## src/rtl/crypto_pkg.sv

```systemverilog
// Shared encodings: control-unit state codes plus memory port arbiter state/owner codes.
package crypto_pkg;

  // Control-unit sequencing states.
  typedef enum logic [2:0] {
    CU_FETCH  = 3'd0,
    CU_DECODE = 3'd1,
    CU_EXEC   = 3'd2,
    CU_MEM    = 3'd3,
    CU_WB     = 3'd4
  } cu_state_e;

  // Memory port arbiter state codes.
  localparam logic [1:0] ARB_IDLE_CODE   = 2'd0;
  localparam logic [1:0] ARB_ACCESS_CODE = 2'd1;
  localparam logic [1:0] ARB_RESP_CODE   = 2'd2;

  typedef enum logic [1:0] {
    ARB_IDLE   = ARB_IDLE_CODE,
    ARB_ACCESS = ARB_ACCESS_CODE,
    ARB_RESP   = ARB_RESP_CODE
  } arb_state_e;

  // Owner of the access in flight.
  localparam logic [1:0] OWNER_NONE = 2'b00;
  localparam logic [1:0] OWNER_CORE = 2'b01;
  localparam logic [1:0] OWNER_HOST = 2'b10;

  function automatic logic [1:0] owner_code(input logic is_host);
    return is_host ? OWNER_HOST : OWNER_CORE;
  endfunction

endpackage

```

## src/rtl/mem_port_arbiter_if.sv

```systemverilog
// Requester-side memory port: level request with captured command, grant and read-response pulses.
//   master: requester (drives req/we/addr/wdata, receives gnt/rvalid/rdata)
//   slave : arbiter   (receives the request, drives gnt/rvalid/rdata)
interface mem_port_arbiter_if #(
  parameter int unsigned ADDR_W = 8,
  parameter int unsigned DATA_W = 8
);
  logic              req;
  logic              we;
  logic [ADDR_W-1:0] addr;
  logic [DATA_W-1:0] wdata;
  logic              gnt;
  logic              rvalid;
  logic [DATA_W-1:0] rdata;

  modport master (output req, output we, output addr, output wdata,
                  input gnt, input rvalid, input rdata);
  modport slave  (input req, input we, input addr, input wdata,
                  output gnt, output rvalid, output rdata);
endinterface

```

## src/rtl/mem_port_arbiter_starve_ctr.sv

```systemverilog
// arb_starve_ctr: saturating count of contested arbitrations the host has lost.
//   clk, reset : clock, synchronous active-high reset
//   inc        : host lost a contested arbitration this cycle
//   clr        : host granted this cycle (dominates inc)
//   at_limit   : count has reached STARVE_LIMIT, host wins the next contest
module arb_starve_ctr #(
  parameter int unsigned STARVE_LIMIT = 3
) (
  input  logic clk,
  input  logic reset,
  input  logic inc,
  input  logic clr,
  output logic at_limit
);
  localparam int unsigned CNT_W = $clog2(STARVE_LIMIT + 1);

  logic [CNT_W-1:0] host_wait;

  always_ff @(posedge clk) begin
    if (reset) begin
      host_wait <= '0;
    end else if (clr) begin
      host_wait <= '0;
    end else if (inc && (host_wait != CNT_W'(STARVE_LIMIT))) begin
      host_wait <= host_wait + CNT_W'(1);
    end
  end

  assign at_limit = (host_wait == CNT_W'(STARVE_LIMIT));
endmodule

```

## src/rtl/mem_port_arbiter.sv

```systemverilog
// mem_port_arbiter: shares one synchronous single-port data RAM between the core MEM
// stage and the host loader; one access in flight, core preferred, host starvation bounded.
//   clk, reset        : clock, synchronous active-high reset
//   core, host        : requester ports (slave side of mem_port_arbiter_if)
//   mem_en/we/addr/wdata : RAM command, zeroed when mem_en is low
//   mem_rdata         : RAM read data, one cycle after a read strobe
//   owner             : 00 none, 01 core, 10 host
//   busy              : arbiter not idle
module mem_port_arbiter
  import crypto_pkg::*;
#(
  parameter int unsigned ADDR_W       = 8,
  parameter int unsigned DATA_W       = 8,
  parameter int unsigned STARVE_LIMIT = 3
) (
  input  logic              clk,
  input  logic              reset,
  mem_port_arbiter_if.slave core,
  mem_port_arbiter_if.slave host,
  output logic              mem_en,
  output logic              mem_we,
  output logic [ADDR_W-1:0] mem_addr,
  output logic [DATA_W-1:0] mem_wdata,
  input  logic [DATA_W-1:0] mem_rdata,
  output logic [1:0]        owner,
  output logic              busy
);
  arb_state_e        state;
  logic [1:0]        owner_q;
  logic              cap_we;
  logic [ADDR_W-1:0] cap_addr;
  logic [DATA_W-1:0] cap_wdata;
  logic              mem_en_q;
  logic              core_gnt_q, host_gnt_q;
  logic              core_rvalid_q, host_rvalid_q;
  logic              busy_q;

  logic host_at_limit;
  logic host_win_c, core_win_c;
  logic arb_c;
  logic core_rvalid_c, host_rvalid_c;

  // Host takes a contested cycle only once it has lost STARVE_LIMIT times in a row.
  assign arb_c      = (state == ARB_IDLE);
  assign host_win_c = host.req & (~core.req | host_at_limit);
  assign core_win_c = core.req & ~host_win_c;

  arb_starve_ctr #(.STARVE_LIMIT(STARVE_LIMIT)) u_starve (
    .clk      (clk),
    .reset    (reset),
    .inc      (arb_c & host.req & core_win_c),
    .clr      (arb_c & host_win_c),
    .at_limit (host_at_limit)
  );

  // Arbitration / access sequencing with registered pulses.
  always_ff @(posedge clk) begin
    if (reset) begin
      state         <= ARB_IDLE;
      owner_q       <= OWNER_NONE;
      cap_we        <= 1'b0;
      cap_addr      <= '0;
      cap_wdata     <= '0;
      mem_en_q      <= 1'b0;
      core_gnt_q    <= 1'b0;
      host_gnt_q    <= 1'b0;
      core_rvalid_q <= 1'b0;
      host_rvalid_q <= 1'b0;
      busy_q        <= 1'b0;
    end else begin
      mem_en_q      <= 1'b0;
      core_gnt_q    <= 1'b0;
      host_gnt_q    <= 1'b0;
      core_rvalid_q <= 1'b0;
      host_rvalid_q <= 1'b0;
      case (state)
        ARB_IDLE: begin
          if (host_win_c || core_win_c) begin
            state    <= ARB_ACCESS;
            busy_q   <= 1'b1;
            mem_en_q <= 1'b1;
            owner_q  <= owner_code(host_win_c);
            if (host_win_c) begin
              host_gnt_q <= 1'b1;
              cap_we     <= host.we;
              cap_addr   <= host.addr;
              cap_wdata  <= host.wdata;
            end else begin
              core_gnt_q <= 1'b1;
              cap_we     <= core.we;
              cap_addr   <= core.addr;
              cap_wdata  <= core.wdata;
            end
          end
        end
        ARB_ACCESS: begin
          if (cap_we) begin
            state   <= ARB_IDLE;
            owner_q <= OWNER_NONE;
            busy_q  <= 1'b0;
          end else begin
            state         <= ARB_RESP;
            core_rvalid_q <= (owner_q == OWNER_CORE);
            host_rvalid_q <= (owner_q == OWNER_HOST);
          end
        end
        default: begin
          state   <= ARB_IDLE;
          owner_q <= OWNER_NONE;
          busy_q  <= 1'b0;
        end
      endcase
    end
  end

  // Reset abandons an access in the same cycle: no strobe, grant or response escapes.
  assign mem_en    = mem_en_q & ~reset;
  assign mem_we    = mem_en & cap_we;
  assign mem_addr  = mem_en ? cap_addr  : '0;
  assign mem_wdata = mem_en ? cap_wdata : '0;

  assign core_rvalid_c = core_rvalid_q & ~reset;
  assign host_rvalid_c = host_rvalid_q & ~reset;

  assign core.gnt    = core_gnt_q & ~reset;
  assign host.gnt    = host_gnt_q & ~reset;
  assign core.rvalid = core_rvalid_c;
  assign host.rvalid = host_rvalid_c;
  assign core.rdata  = core_rvalid_c ? mem_rdata : '0;
  assign host.rdata  = host_rvalid_c ? mem_rdata : '0;

  assign owner = owner_q;
  assign busy  = busy_q;
endmodule
```

## src/flat_wrapper.sv

```systemverilog
// flat-port wrapper written by rule: the top's interface ports become plain ports
module mem_port_arbiter_flat import crypto_pkg::*;
#(
  parameter int unsigned ADDR_W       = 8,
  parameter int unsigned DATA_W       = 8,
  parameter int unsigned STARVE_LIMIT = 3
)
  (clk, reset, mem_en, mem_we, mem_addr, mem_wdata, mem_rdata, owner, busy, core_req, core_we, core_addr, core_wdata, core_gnt, core_rvalid, core_rdata, host_req, host_we, host_addr, host_wdata, host_gnt, host_rvalid, host_rdata);
  mem_port_arbiter_if #(.ADDR_W(ADDR_W), .DATA_W(DATA_W)) core_i ();
  mem_port_arbiter_if #(.ADDR_W(ADDR_W), .DATA_W(DATA_W)) host_i ();
  input  logic clk;
  input  logic reset;
  output logic mem_en;
  output logic mem_we;
  output logic [ADDR_W-1:0] mem_addr;
  output logic [DATA_W-1:0] mem_wdata;
  input  logic [DATA_W-1:0] mem_rdata;
  output logic [1:0] owner;
  output logic busy;
  input wire logic [$bits(core_i.req)-1:0] core_req;
  input wire logic [$bits(core_i.we)-1:0] core_we;
  input wire logic [$bits(core_i.addr)-1:0] core_addr;
  input wire logic [$bits(core_i.wdata)-1:0] core_wdata;
  output wire logic [$bits(core_i.gnt)-1:0] core_gnt;
  output wire logic [$bits(core_i.rvalid)-1:0] core_rvalid;
  output wire logic [$bits(core_i.rdata)-1:0] core_rdata;
  input wire logic [$bits(host_i.req)-1:0] host_req;
  input wire logic [$bits(host_i.we)-1:0] host_we;
  input wire logic [$bits(host_i.addr)-1:0] host_addr;
  input wire logic [$bits(host_i.wdata)-1:0] host_wdata;
  output wire logic [$bits(host_i.gnt)-1:0] host_gnt;
  output wire logic [$bits(host_i.rvalid)-1:0] host_rvalid;
  output wire logic [$bits(host_i.rdata)-1:0] host_rdata;
  assign core_i.req = core_req;
  assign core_i.we = core_we;
  assign core_i.addr = core_addr;
  assign core_i.wdata = core_wdata;
  assign core_gnt = core_i.gnt;
  assign core_rvalid = core_i.rvalid;
  assign core_rdata = core_i.rdata;
  assign host_i.req = host_req;
  assign host_i.we = host_we;
  assign host_i.addr = host_addr;
  assign host_i.wdata = host_wdata;
  assign host_gnt = host_i.gnt;
  assign host_rvalid = host_i.rvalid;
  assign host_rdata = host_i.rdata;
  mem_port_arbiter #(.ADDR_W(ADDR_W), .DATA_W(DATA_W), .STARVE_LIMIT(STARVE_LIMIT)) u_core (.clk(clk), .reset(reset), .core(core_i), .host(host_i), .mem_en(mem_en), .mem_we(mem_we), .mem_addr(mem_addr), .mem_wdata(mem_wdata), .mem_rdata(mem_rdata), .owner(owner), .busy(busy));
endmodule
```

## config.mk

```make
export PLATFORM = sky130hd
export DESIGN_NAME = mem_port_arbiter_flat
export DESIGN_NICKNAME = d
export VERILOG_FILES = /design/src/rtl/crypto_pkg.sv /design/src/rtl/mem_port_arbiter_if.sv /design/src/rtl/mem_port_arbiter_starve_ctr.sv /design/src/rtl/mem_port_arbiter.sv /design/src/flat_wrapper.sv
export SDC_FILE = /design/constraint.sdc
export NUM_CORES = 1
export LEC_CHECK = 0
export ABC_AREA = 1
export CAP_MARGIN = 20
export CORE_ASPECT_RATIO = 2
export CORE_MARGIN = 1
export CORE_UTILIZATION = 42
export DETAILED_ROUTE_END_ITERATION = 16
export PLACE_DENSITY = 0.89
export SLEW_MARGIN = 10
export SYNTH_ARGS = -nofsm -noshare
export SYNTH_HDL_FRONTEND = slang
export SYNTH_SLANG_ARGS = --single-unit
```

## constraint.sdc

```tcl
create_clock -name clk -period 2.6 [get_ports clk]
set_clock_uncertainty 0.15 [all_clocks]
set_input_delay 0.52 -clock clk [delete_from_list [all_inputs] [get_ports clk]]
set_output_delay 0.52 -clock clk [all_outputs]
set_load 0.01 [all_outputs]
```

# Word level (Yosys, flattened, before mapping)
# Cells that the tools add are included.
# W data, S select, Z words.
word_totals:
  register_bits: 29
  inputBits: 46
  output_inout_bits: 41
op_classes:
  n_addsub: 1
  n_eq_ne: 7
  mux: 20
  n_bitwise: 18
  n_reduce_logical: 9
ops:
  columns: ["cell", "n"]
  rows:
  - ["$mux W8", 6]
  - ["$and A1 B1 Y1", 11]
  - ["$mux W2", 5]
  - ["$pmux W2 S2", 2]
  - ["$mux W1", 6]
  - ["$not A1 Y1", 6]
  - ["$reduce_or A3 Y1", 2]
  - ["$eq A2 B1 Y1 const B", 2]
  - ["$eq A2 B2 Y1 const B", 2]
  - ["$ne A2 B2 Y1 const B", 2]
  - ["$reduce_and A2 Y1", 2]
  - ["$reduce_or A2 Y1", 2]
  - ["$add A2 B1 Y2 const B", 1]
  - ["$logic_not A2 Y1", 1]
  - ["$ne A2 B1 Y1 const B", 1]
  - ["$pmux W1 S2", 1]
  - ["$logic_and A1 B1 Y1", 1]
  - ["$logic_or A1 B1 Y1", 1]
  - ["$or A1 B1 Y1", 1]

# Depth between registers and ports, before layout
depth:
  depth_word: 8
  mapped_depth: 9
  mapped_depth_nobuf: 8

# Modules after synthesis
# Synthesis repeated with hierarchy kept, for this count alone.
hier_totals:
  hier_cells: 262
  hier_area_um2: 1660.3
by_module_without_submodules:
  columns: ["module", "instances", "cells_per_inst", "area_per_inst_um2", "seq_area_each_um2"]
  rows:
  - ["mem_port_arbiter", 1, 246, 1554.0, 540.5]
  - ["arb_starve_ctr", 1, 16, 106.4, 40.0]

# Worst setup path before layout
# OpenSTA, ideal clock, no wires.
synth_path:
  path_kind: "input to output"
  startpoint: "input reset"
  endpoint: "output core_rdata[0]"
  arrival_ns: 1.081
  required_ns: 1.930
  setup_slack_ns: 0.849
  stages: 4
  path_buffers: 1
  path_cell_list: "clkinv_1 -> buf_2 -> nand2_2 -> nor2_1"
synth_between:
  elab_chain_len: 3
synth_lines:
  columns: ["item", "line_no", "text"]
  rows:
  - ["start, declared", "flat_wrapper.sv:12", "input logic reset;"]
  - ["$not A1 Y1", "mem_port_arbiter.sv:122", "assign core_rvalid_c = core_rvalid_q & ~reset;"]
  - ["$and A1 B1 Y1", "mem_port_arbiter.sv:122", null]
  - ["$mux W8", "mem_port_arbiter.sv:129", "assign core.rdata = core_rvalid_c ? mem_rdata : '0;"]
  - ["end, declared", "flat_wrapper.sv:26", "output wire logic [$bits(core_i.rdata)-1:0] core_rdata;"]
# No other way between the ends.

# Final worst setup path
layout_path:
  startpoint: "input reset"
  endpoint: "output host_rdata[0]"
layout_between:
  elab_chain_len: 3
layout_lines:
  columns: ["item", "line_no", "text"]
  rows:
  - ["$not A1 Y1", "mem_port_arbiter.sv:123", "assign host_rvalid_c = host_rvalid_q & ~reset;"]
  - ["$and A1 B1 Y1", "mem_port_arbiter.sv:123", null]
  - ["$mux W8", "mem_port_arbiter.sv:130", "assign host.rdata = host_rvalid_c ? mem_rdata : '0;"]
  - ["end, declared", "flat_wrapper.sv:33", "output wire logic [$bits(host_i.rdata)-1:0] host_rdata;"]
# No other way between the ends.

==> metrics.md <==
| Metric | Value |
|---|---|
| Status | `completed` |
| IO Pins | `87` |
| Slew headroom | `0.7601` |
| Number of library cell types mapped by synthesis | `19` |
| Area of the mapped netlist | `1595 sq um` |
| Pint | `0.8847 mW` |
| Largest area contributor in the netlist | `dfxtp_1` |
| Gr ovfl total | `0` |
| Worst IR Drop VDD | `0.5220 mV` |
| Total of max-cap violations | `0` |
| Top post-synthesis cells by area | `dfxtp_1 36%, nor2_1 22%, inv_1 13%, nand2_1 6.8%, nand3_1 6.6%` |
| Area Overhead vs Synth | `69.41%` |
| PnR Total Power | `1.224 mW` |
| Setup-failing EPs final | `0` |
| WHS Path Cells | `2` |
| TritonCTS clock tree | `done` |
| Post-synthesis cell count | `270` |
| Post-Layout Cell Count | `411` |
| Synth Area in Simple Gates | `0.3827` |
| Mux contribution to synthesized area | `0` |
| Compound-Gate Fraction of Synth Area | `0.06588` |
| Placed Cells | `403` |
| CP peak stage delay | `0.55 ns` |
| Min-delay src | `u_core.busy$_SDFFE_PP0P_` |
| Worst Hold End | `u_core.busy$_SDFFE_PP0P_` |
| Crit end category | `output pin` |
| Max Freq | `400.1 MHz` |
| Lkg Pwr | `1.669 nW` |
| Fin nets | `408` |
| Pre-antenna DRT Iters | `4` |
| Fillcell total | `275` |
| Combinational power share | `0.250` |
| Row count | `31` |
| Vias after detailed routing | `1878` |
| FF-to-FF setup slack | `1.08 ns` |
| Critical R2R Launch | `u_core.u_starve.host_wait[0]$_SDFFE_PP0P_` |
| CP startpoint kind | `input port` |
| Share of layout cells above drive strength 1 | `0.06630` |
| Hold Vio Cnt, Final | `0` |
| Slack of the critical path | `0.1003 ns` |
| PortBufs | `86` |
| Synth Register Bits | `29` |
| Crit-path max FO | `9` |
| DR iter-0 viols | `16` |
| Cell depth of the worst setup path | `5` |
| Post-DRT Antenna Nets | `0` |
| Clk_lat worst skew | `0.28 ns` |
| WL/cell | `10.89 microns` |
| Main combinational cell family by area after synthesis | `simple AND/OR/NAND/NOR gates` |
| Die W | `45.58 microns` |
| Avg Cell Area, Syn | `5.908 sq um` |
| Switching share of total power | `0.2773` |
| DP HPWL | `3265 microns` |
| Initial antenna violation count | `0` |
| Switch Pwr | `0.3394 mW` |
| Power share of the clock group | `0.331` |
| Vias/cell | `4.569` |
| Hold buffer count at CTS | `0` |
| Least-Margin Pin Slew | `0.3593 ns` |
| Post-layout util | `0.7492` |
| DR DRC count | `0` |
| Crit-path leading delay family | `buffers and inverters` |
| Hold Path Class | `reg2reg` |
| Max-slew violation count | `0` |
| Core outline area | `3607 sq um` |
| Post-Synth XOR/XNOR Area | `0.005490` |
| Worst path bufs/invs | `3` |
| Setup TNS | `0 ns` |
| Power density cells | `452.9 nW/um^2` |
| Largest net degree at the start of global routing | `36` |
| Total Routing Usage GR | `0.2351` |
| N_diodes | `0` |
| Worst endpoint required time | `1.93 ns` |
| Syn nets | `317` |
| FF-to-FF End | `u_core.cap_wdata[5]$_SDFFE_PP0P_` |
| Die Ht | `89.16 microns` |
| Clock sinks | `29` |
| Share of the synthesized area in the top cell type | `0.3639` |
| YS warnings | `0` |
| Setup WS pre-CTS | `-0.05419 ns` |
| First-pass GRT wire length | `7044 microns` |
| Critical path type | `in2out` |
| CTS Buf Count | `5` |
| DRT Wirelength | `4475 microns` |
| Crit path cell chain | `clkdlybuf4s50_1 -> clkinv_2 -> nand2_2 -> nor2_1 -> clkdlybuf4s50_1` |
| Worst r2r path cells | `8` |
| Routability Congestion | `0.8086` |
| Vias in the first global route | `1732` |
| CTS root buf | `clkbuf_8` |
| Most common cell type on the critical path | `clkdlybuf4s50_1` |
| Critical path's slowest cell | `clkdlybuf4s50_1` |
| Initial Utilization | `0.4422` |
| Worst-path clk slew | `0.06 ns` |
| Die area | `4064 sq um` |
| Final period util | `0.9614` |
| Arrival @ worst endpoint | `1.83 ns` |
| Final min period | `2.500 ns` |
| Share of the yosys chip area belonging to registers | `0.3639` |
| Reg power frac | `0.419` |
| Unrepaired setup endpoints after global routing | `no` |
| H-tree levels | `2` |
| Synth Area in Adders | `0.007843` |
| Clock Path Buffers | `2` |
cell type report:
| class | count | area, sq um | area share |
|---|---|---|---|
| Timing Repair Buffer | 95 | 999.7 | 0.3699 |
| Clock inverter | 1 | 5.005 | 0.001852 |
| Multi-Input combinational cell | 173 | 744.5 | 0.2755 |
| Inverter | 57 | 215.2 | 0.07963 |
| Sequential cell | 29 | 580.6 | 0.2148 |
| Tap cell | 49 | 61.31 | 0.02269 |
| Clock buffer | 7 | 96.34 | 0.03565 |
cells by family (layout without fill, tap and decap cells):
group                      Yosys count  after routing
DFF                                 29             29
xor gates and xnor gates             1              1
adders and majority gates            1              1
buffers and inverters               68            160
and+or+nand+nor                    150            150
AOI/OAI and AO/OA                   21             21
state kept, by name, summed over array words and instances (netlist names):
register                   flops
u_core.u_starve.host_wait      2
u_core.owner                   2
u_core.host_gnt_q              1
u_core.cap_wdata               8
u_core.busy                    1
u_core.cap_we                  1
u_core.core_rvalid_q           1
u_core.cap_addr                8
u_core.mem_en_q                1
u_core.state                   2
u_core.host_rvalid_q           1
u_core.core_gnt_q              1
synth_stat cells:
library cell	n
buf_2	6
xor2_1	1
nor2_4	1
nand2_1	29
nor2_1	93
nor3_1	1
clkinv_1	1
inv_1	55
nand2_2	3
dfxtp_1	29
buf_4	4
o21ai_0	1
a21oi_1	2
o21ai_1	18
nand3_1	21
ha_1	1
nand4_1	2
clkbuf_1	1
inv_2	1
power groups by stage:
| stage | clock [mW] | combinational (mW) | sequential (mW) |
|---|---|---|---|
| global placement | 0 | 0.300 | 0.520 |
| finish | 0.405 | 0.306 | 0.513 |
| global route | 0.435 | 0.342 | 0.519 |
| detailed placement | 0 | 0.307 | 0.522 |
| floorplan | 0 | 0.166 | 0.519 |
| CTS | 0.412 | 0.310 | 0.513 |
worst register-to-register path, delay by kind of cell, from the launching register on:
family,cells,cell delay (ns)
flops,1,0.35
fa+ha+maj,1,0.17
simple gates,5,0.38
buf+inv,2,0.35
per-layer routing:
metal	GRT usage	vias to the layer above	wire length, microns
met2	0.4312	64	2463
met4	0.1460	0	157
met3	0.05859	12	279
met1	0.2165	826	1575
met5	0	-	0
li1	-	976	-
how the worst max path moves through the flow:
stage / start / end
after floorplan: reset / core_rdata[0]
after global placement: reset / core_rdata[1]
after detailed placement: reset / core_rdata[6]
after CTS: reset / mem_wdata[0]
after global routing: reset / host_rdata[0]
final: reset / host_rdata[0]
repair_timing:
item / 4_1_cts / 5_1_grt
endpoints found under the setup margin: 30 / 21
endpoints found under the hold margin: 0 / 0
cloned: 0 / 0
gates resized for setup: 8 / 21
buffers inserted: 0 / 0
cells in the final DEF, fill, tap and decap left out:
master / n
a21oi_1: 2
buf_12: 2
buf_4: 7
clkbuf_8: 7
clkdlybuf4s50_1: 60
clkinv_2: 2
dfxtp_1: 29
dlygate4sd2_1: 5
dlymetal6s2s_1: 21
ha_1: 1
inv_1: 55
inv_2: 1
nand2_1: 28
nand2_2: 3
nand2_4: 1
nand3_1: 21
nand4_1: 2
nor2_1: 93
nor2_4: 1
nor3_1: 1
o21ai_0: 1
o21ai_1: 18
xor2_1: 1
stage by stage:
step / hold slack (ns) / cell area (sq um)
finish: 0.3225 / 2703
global route: 0.3403 / 2703
CTS: 0.3243 / 2650
detailed placement: 0.3156 / 2546
global placement: 0.3002 / 2546
floorplan: 0.2931 / 1595
(Power assumes the default switching activity.)
==> patch, RTL diff (same flow settings) <==
`STARVE_LIMIT` is set to 3 in 3 places; all go to 2.
--- a/src/rtl/mem_port_arbiter_starve_ctr.sv
+++ b/src/rtl/mem_port_arbiter_starve_ctr.sv
@@ -6,3 +6,3 @@
 module arb_starve_ctr #(
-  parameter int unsigned STARVE_LIMIT = 3
+  parameter int unsigned STARVE_LIMIT = 2
 ) (
--- a/src/rtl/mem_port_arbiter.sv
+++ b/src/rtl/mem_port_arbiter.sv
@@ -13,3 +13,3 @@
   parameter int unsigned DATA_W       = 8,
-  parameter int unsigned STARVE_LIMIT = 3
+  parameter int unsigned STARVE_LIMIT = 2
 ) (
--- a/src/flat_wrapper.sv
+++ b/src/flat_wrapper.sv
@@ -5,3 +5,3 @@
   parameter int unsigned DATA_W       = 8,
-  parameter int unsigned STARVE_LIMIT = 3
+  parameter int unsigned STARVE_LIMIT = 2
 )
Behaviour: not the same (Yosys sat finds a counterexample within 10 cycles, from zero or initial values and one cycle with reset high).
==> patch against the unedited design <==
Largest power group unchanged. Sequential share of layout area about the same. Routed wire length increased by 9.1%. Sequential cell count unchanged. Final area about the same. Die area increased by 4.6%. Worst setup slack got worse by 0.032 ns. Power increased by 7.9%. Area after synthesis increased by 4.8%.
==> patch: results (changes against the unedited design) <==
| Metric | Value |
|---|---|
| Status | finished, final reports clean |
| DRT iter0 DRCs | 48 (+32) |
| R2R Path End | u_core.owner[0]$_SDFFE_PP0P_ |
| Layout net count | 392 (-3.9%) |
| R2R setup slack | 0.86 ns (-0.22 ns) |
| Synth top cells by count | inv_1 (57), nand2_1 (48), nor2_1 (40) |
| First-pass GRT wire length | 7.94 mm (+13%) |
| Vias in the first global route | 1878 (+8.4%) |
| Hpwl dp | 3.52 mm (+7.7%) |
| VDD IR max | 0.000482 V (-7.6%) |
| Cell-internal power | 0.952 mW (+7.6%) |
| Vias per cell | 4.72 (+3.3%) |
| Layout cell share with drive strength beyond 1 | 0.0954 (+0.0291) |
| Leakage | 1.53 nW (-8.5%) |
| Maximum clock frequency | 395 MHz (-1.3%) |
| Syn Area/Cell | 6.50 um2 (+10%) |
| Gr usage total | 0.253 (+0.0179) |
| Reg2Reg Depth | 9 (+1) |
| Crit path to | host_rdata[5] |
| FILL cells | 327 (+19%) |
| Synthesized Nets | 304 (-4.1%) |
| Setup Slack @ Placement | -0.0390 ns (+0.0152 ns) |
| Area Growth Syn to Fin | 61.8% |
| Slew margin rel. | 0.725 (-0.0355) |
| Routability Congestion | 0.794 (-1.8%) |
| Drt wl/cell | 12.3 um (+13%) |
| Post-route non-filler standard cell count | 397 (-3.4%) |
| Largest net degree at the start of global routing | 22 (-39%) |
| DP Area | 2570 um2 (+0.93%) |
patch: changes by cell type in the layout (fill, tap and decap cells not counted), moves of 12 or more:
cell / change
dlymetal6s2s_1: -12
a21oi_1: +18
o21ai_1: -18
nand2_1: +18
nor2_1: -53
patch: worst min path at each step:
stage / start / to / slack, ns / cells after the start
floorplan: u_core.u_starve.host_wait[0]$_SDFFE_PP0P_ / u_core.u_starve.host_wait[0]$_SDFFE_PP0P_ / 0.29 / 2
global placement: u_core.u_starve.host_wait[1]$_SDFFE_PP0P_ / u_core.u_starve.host_wait[1]$_SDFFE_PP0P_ / 0.30 / 2
detailed placement: u_core.u_starve.host_wait[1]$_SDFFE_PP0P_ / u_core.u_starve.host_wait[1]$_SDFFE_PP0P_ / 0.31 / 2
CTS: u_core.u_starve.host_wait[1]$_SDFFE_PP0P_ / u_core.u_starve.host_wait[1]$_SDFFE_PP0P_ / 0.32 / 2
global route: u_core.u_starve.host_wait[1]$_SDFFE_PP0P_ / u_core.u_starve.host_wait[1]$_SDFFE_PP0P_ / 0.35 / 2
finish: u_core.busy$_SDFFE_PP0P_ / u_core.busy$_SDFFE_PP0P_ / 0.32 / 2
patch: cell type report:
| class | instances | area share |
|---|---|---|
| clock buffer | 6 | 0.0305 |
| multi-input combinational | 158 | 0.291 |
| clock inverter | 2 | 0.0139 |
| timing repair buffer | 91 | 0.340 |
| sequential | 29 | 0.215 |
| tap | 51 | 0.0236 |
| inverter | 60 | 0.0861 |
patch: cells by family after synthesis:
logic type / Yosys count / share of synthesized area
simple gates: 137 / 0.400
flops: 29 / 0.347
buf+inv: 70 / 0.185
compound gates: 20 / 0.0599
fa+ha+maj: 1 / 0.00748
patch: routing by layer:
metal,vias to the layer above,global-route usage,share of wire
met1,855,0.255,0.36
li1,949,-,-
met2,59,0.455,0.57
met5,-,0,0
met4,0,0.114,0.024
met3,10,0.0517,0.042
patch: worst min-delay path, cell delays in order, from the launching register on:
cell	delay [ns]
dfxtp_1	0.31
nand3_1	0.07
nand2_1	0.04
patch: timing repair:
| item | in CTS | in global routing |
|---|---|---|
| resized for setup | 13 | 9 |
| pin swaps | 0 | 0 |
| gates cloned | 0 | 0 |
| setup endpoints to repair | 15 | 12 |
patch: power groups by stage:
stage	sequential, mW	combinational (mW)	clock (mW)
2_1_floorplan	0.514	0.195	0
3_3_place_gp	0.513	0.319	0
3_5_place_dp	0.515	0.328	0
4_1_cts	0.506	0.327	0.494
5_1_grt	0.509	0.361	0.518
6_report	0.506	0.325	0.490
